File: src/rtl/lifo_pkg.sv
// Shared defaults and FSM state encoding for the LIFO pop-stream adapter.
package lifo_pkg;

    localparam int unsigned LIFO_WIDTH = 8;
    localparam int unsigned LIFO_CNT_W = 16;

    typedef enum logic [1:0] {
        IDLE  = 2'd0,
        DRAIN = 2'd1,
        FLUSH = 2'd2
    } state_t;

endpackage

File: src/rtl/lifo_skid2.sv
// Two-entry in-order FIFO used as the output skid buffer; e0 is always the head.
module lifo_skid2
    import lifo_pkg::*;
#(
    parameter int unsigned WIDTH = LIFO_WIDTH
) (
    input  logic             clk,
    input  logic             rstn,
    input  logic             push,
    input  logic [WIDTH-1:0] din,
    input  logic             pop,
    output logic [WIDTH-1:0] dout,
    output logic [1:0]       occ
);

    logic [WIDTH-1:0] e0;
    logic [WIDTH-1:0] e1;

    // The parent never pushes at occ=2 nor pops at occ=0.
    always_ff @(posedge clk or negedge rstn) begin
        if (!rstn) begin
            e0  <= '0;
            e1  <= '0;
            occ <= '0;
        end else begin
            unique case ({push, pop})
                2'b10: begin
                    if (occ == 2'd0) e0 <= din;
                    else             e1 <= din;
                    occ <= occ + 2'd1;
                end
                2'b01: begin
                    e0  <= e1;
                    occ <= occ - 2'd1;
                end
                2'b11: begin
                    if (occ == 2'd1) begin
                        e0 <= din;
                    end else begin
                        e0 <= e1;
                        e1 <= din;
                    end
                end
                default: ;
            endcase
        end
    end

    assign dout = e0;

endmodule

File: src/rtl/lifo_pop_stream.sv
// Pops a registered-read LIFO and presents the words as a valid/ready stream.
module lifo_pop_stream
    import lifo_pkg::*;
#(
    parameter int unsigned WIDTH = LIFO_WIDTH,
    parameter int unsigned CNT_W = LIFO_CNT_W
) (
    input  logic             clk,
    input  logic             rstn,
    input  logic             drain_en,
    input  logic             lifo_empty,
    input  logic             lifo_full,
    input  logic             lifo_push,
    input  logic [WIDTH-1:0] lifo_dout,
    output logic             lifo_pop,
    output logic             m_valid,
    input  logic             m_ready,
    output logic [WIDTH-1:0] m_data,
    output logic             busy,
    output logic [CNT_W-1:0] deliv_cnt
);

    state_t     state;
    state_t     state_nxt;
    logic       inflight;
    logic [1:0] occ;
    logic       deq;
    logic       eff_pop;
    logic [2:0] pending;

    assign m_valid = (occ != 2'd0);
    assign deq     = m_valid & m_ready;
    assign pending = {1'b0, occ} + {2'b00, inflight} - {2'b00, deq};
    assign lifo_pop = rstn & drain_en & ~lifo_empty & (pending < 3'd2);
    // A producer push to a non-full LIFO wins the cycle and cancels the pop.
    assign eff_pop = lifo_pop & ~lifo_empty & ~(lifo_push & ~lifo_full);
    assign busy    = (state != IDLE);

    lifo_skid2 #(.WIDTH(WIDTH)) u_skid (
        .clk  (clk),
        .rstn (rstn),
        .push (inflight),
        .din  (lifo_dout),
        .pop  (deq),
        .dout (m_data),
        .occ  (occ)
    );

    always_ff @(posedge clk or negedge rstn) begin
        if (!rstn) begin
            state     <= IDLE;
            inflight  <= 1'b0;
            deliv_cnt <= '0;
        end else begin
            state    <= state_nxt;
            inflight <= eff_pop;
            if (deq) deliv_cnt <= deliv_cnt + 1'b1;
        end
    end

    always_comb begin
        state_nxt = state;
        unique case (state)
            IDLE: begin
                if (drain_en && !lifo_empty) state_nxt = DRAIN;
            end
            DRAIN: begin
                if (!drain_en || (lifo_empty && !eff_pop)) state_nxt = FLUSH;
            end
            FLUSH: begin
                if (drain_en && !lifo_empty)          state_nxt = DRAIN;
                else if (occ == 2'd0 && !inflight)    state_nxt = IDLE;
            end
            default: state_nxt = IDLE;
        endcase
    end

endmodule

File: config.mk
export PLATFORM = sky130hd
export DESIGN_NAME = lifo_pop_stream
export DESIGN_NICKNAME = d
export VERILOG_FILES = /design/src/rtl/lifo_pkg.sv /design/src/rtl/lifo_skid2.sv /design/src/rtl/lifo_pop_stream.sv
export SDC_FILE = /design/constraint.sdc
export NUM_CORES = 1
export LEC_CHECK = 0
export BUFFER_PORTS_ARGS = -buffer_cell sky130_fd_sc_hd__buf_2
export CORE_MARGIN = 5
export CORE_UTILIZATION = 57
export DETAILED_ROUTE_END_ITERATION = 10
export MAX_ROUTING_LAYER = met4
export PLACE_DENSITY = 0.95
export SYNTH_ARGS = -nofsm -noshare
export SYNTH_HDL_FRONTEND = slang
export SYNTH_SLANG_ARGS = --single-unit
File: constraint.sdc
create_clock -name clk -period 3.65 [get_ports clk]
set_input_delay 0 -clock clk [delete_from_list [all_inputs] [get_ports clk]]
set_output_delay 0 -clock clk [all_outputs]
set_load 0.01 [all_outputs]
==> flow_summary_export.csv <==
group,metric,value,unit
detailed_routing,wl_per_cell,14.7,um
detailed_routing,wirelength,3660,um
global_route,grt_pass1_vias,1351,
setup_path,startpoint_type,"register",
power,sw_frac_of_total,37.1,%
detailed_routing,vias,1317,
power,combPwrFrac,39.6,%
synthesis,synth_edf_count,0,
setup_path,crit_arrival,2.64,ns
setup_path,crit_slowest_cell,"fa_1",
synthesis,async_flop_share,100,%
synthesis,synth_top_area_cell,"dfrtp_1",
detailed_routing,drt_iter0_markers,81,
global_route,grtUsageTotal,19.5,%
sta,slew_headroom,46.0,%
floorplan,rows,20,
setup_path,cp-end-kind,"primary output",
sta,hold_viol_final,0,
floorplan,die_h,65.9,um
setup_path,path_buf_inv,3,
clock_tree,cts_hold_buf,12,
sta,finalSetupTns,0,ns
power,p_per_area,651,nW/um^2
floorplan,start_util,58.8,%
synthesis,syn_nets,170,
cells_and_area,area_growth,21.9,%
sta,finalSetupViolCount,0,
sta,fin_crit_sh,72.3,%
sta,drv_slew,0,
clock_tree,cts_tree,"yes",
synthesis,yosysTopAreaCellShare,52.0,%
setup_path,crit_type,"register to primary output",
synthesis,ys_types,30,
power,clkPwrFrac,13.7,%
clock_tree,post_cts_buffers,0,
floorplan,ioPinCount,42,
power,switchingPower,0.524,mW
synthesis,ys_ff_latch,37,
setup_path,critical-path-top-delay-family,"adder cells",
global_route,grt_max_degree,39,
sta,period_needed,2.64,ns
clock_tree,cts_resized,0,
power,ir_drop,0.388,mV
sta,fin_ws,1.01,ns
setup_path,cp.required,3.65,ns
detailed_routing,route.detailed.drc,0,
floorplan,die-area,4340,um^2
placement,post-place-ws,1.20,ns
setup_path,path_cells,"inv_1 -> ha_1 -> nand2b_4 -> inv_4 -> nor2_1 -> o21ai_0 -> fa_1 -> nand3_1 -> nor2_1 -> buf_2",
sta,whs,0.0174,ns
sta,finalClockSkew,0.0117,ns
setup_path,max_stage_delay,0.51,ns
cells_and_area,drive_gt1_share,31.2,%
min_path,min_path_type,"input port to register",
floorplan,core-area,3030,um^2
synthesis,synth_area_leaders,"dfrtp_1 (52%), xnor2_1 (7.4%), mux2_2 (5.1%), a221o_1 (4.5%), ha_1 (3.5%)",
floorplan,die_x,65.9,um
synthesis,syn_area,1780,um^2
clock_tree,clockBufferDepth,2,
detailed_routing,first_pass_iters,4,
placement,dp_hpwl,2520,um
cells_and_area,mostFrequentLayoutCell,"buf_2",
detailed_routing,drt.antenna.violating_nets,0,
power,pwr-share-seq,46.7,%
clock_tree,cts.reportedPaths.clkPinSlew,0.10,ns
synthesis,synth_area_per_cell,11.9,um^2
synthesis,synth_ff_type,"dfrtp_1",
sta,grt_setup_unrepaired,"false",
detailed_routing,vias_per_cell,5.29,
clock_tree,root_buffer,"clkbuf_4",
placement,gp_congestion,0.830,
clock_tree,numCtsBuffers,5,
setup_path,crit_top_cell,"nor2_1",
global_route,gr-total-overflow,0,
placement,portBuffers,41,
setup_path,critPathMaxFanout,13,
sta,worst_pin_slew,0.810,ns
cells_and_area,final_cell_mix,"buf_2 (41), dfrtp_1 (37), xnor2_1 (15)",
synthesis,yosysWarningCount,0,
outcome,status,"finished clean",
global_route,grt_pass1_wl,6120,um
power,p_leak,1.05,nW
sta,fmax,0.379,GHz
run,drv_cap,0,
synthesis,synth_cells,149,
clock_tree,clk_latency,0.34,ns
cells_and_area,antennaDiodeCount,0,
synthesis,synth-seq-area-share,52.0,%
cells_and_area,nets,227,
global_route,antenna_found_initial,0,
clock_tree,clock-sinks,37,
clock_tree,h-tree-depth,2,
power,internal-power,0.889,mW
-- path summary, 6_finish.rpt --
check / start / cells past startpoint / to / slack [ns]
setup / recovery: u_skid.occ[1] / 10 / lifo_pop / 1.01
hold reg to reg: deliv_cnt[6] / 1 / deliv_cnt[6] / 0.49
hold / removal: m_ready / 3 / deliv_cnt[0] / 0.02
max in group asynchronous: rstn / 2 / u_skid.dout[7] / 2.85
min in group asynchronous: rstn / 2 / deliv_cnt[1] / 0.27
setup reg to reg: u_skid.occ[1] / 9 / u_skid.dout[7] / 1.20
-- worst reg2reg max path, delay by kind of cell, from the launching register on --
family | cells | cell delay [ns]
buffers and inverters | 2 | 0.20
AOI/OAI and AO/OA | 2 | 0.44
DFF | 1 | 0.45
and+or+nand+nor | 3 | 0.71
adders and majority gates | 2 | 0.61
-- flip-flops by register name (all words and copies together), names as in the netlist --
register	cells
deliv_cnt	16
u_skid.dout	8
state	2
u_skid.e1	8
inflight	1
u_skid.occ	2
-- kinds of logic (layout without fill, tap and decap cells) --
| kind of cell | after synthesis | after routing | synth area share (%) |
|---|---|---|---|
| mux | 9 | 9 | 5.62 |
| simple gates | 55 | 55 | 16.8 |
| flops | 37 | 37 | 52.0 |
| compound gates | 16 | 16 | 9.00 |
| buf+inv | 8 | 64 | 3.09 |
| xor+xnor | 18 | 18 | 8.86 |
| fa+ha+maj | 6 | 6 | 4.64 |
-- power groups by stage --
stage	clock network (mW)	registers, mW	logic [mW]
finish	0.194	0.660	0.560
global route	0.217	0.681	0.617
CTS	0.198	0.657	0.559
detailed placement	0	0.662	0.550
global placement	0	0.658	0.522
floorplan	0	0.677	0.372
-- per-layer routing --
metal / part of all wire [%] / wire, um / up-vias / track usage, %
met5: 0 / 0 / - / -
met3: 5.9 / 216 / 5 / 6.12
li1: - / - / 629 / -
met2: 49 / 1790 / 41 / 32.3
met1: 44 / 1610 / 642 / 22.9
met4: 1.1 / 40 / 0 / 5.70
-- metrics by stage --
stage          std cells  instance area [um^2]  utilization [%]  power (mW)
2_1_floorplan        149                  1780                -        1.05
3_3_place_gp         231                  2010             66.3        1.18
3_5_place_dp         231                  2010             66.3        1.21
4_1_cts              249                  2170             71.7        1.41
5_1_grt              249                  2170             71.7        1.51
6_report             249                  2170             71.7        1.41
-- synthesized netlist by cell type, types with 3 or more instances --
cell and count:
and2_1 9, buf_6 3, a221o_1 8, nand3_1 7, mux2_2 8, nand4_1 6, xnor2_1 15, dfrtp_1 37
nand2_1 13, ha_1 5, inv_1 4, nor2_1 8, o21ai_0 3, and3_1 3, xor2_1 3
-- area by class of cell --
class                   instances  area [um^2]
well taps                      44         55.1
clock buffers                   5         37.5
multi-input cells             104          800
flip-flops and latches         37          926
inverters                       5         21.3
repair buffers                 53          325
fillers                       221          858
clock inverters                 1         5.00
No activity file was read; power rests on OpenSTA's default activity.
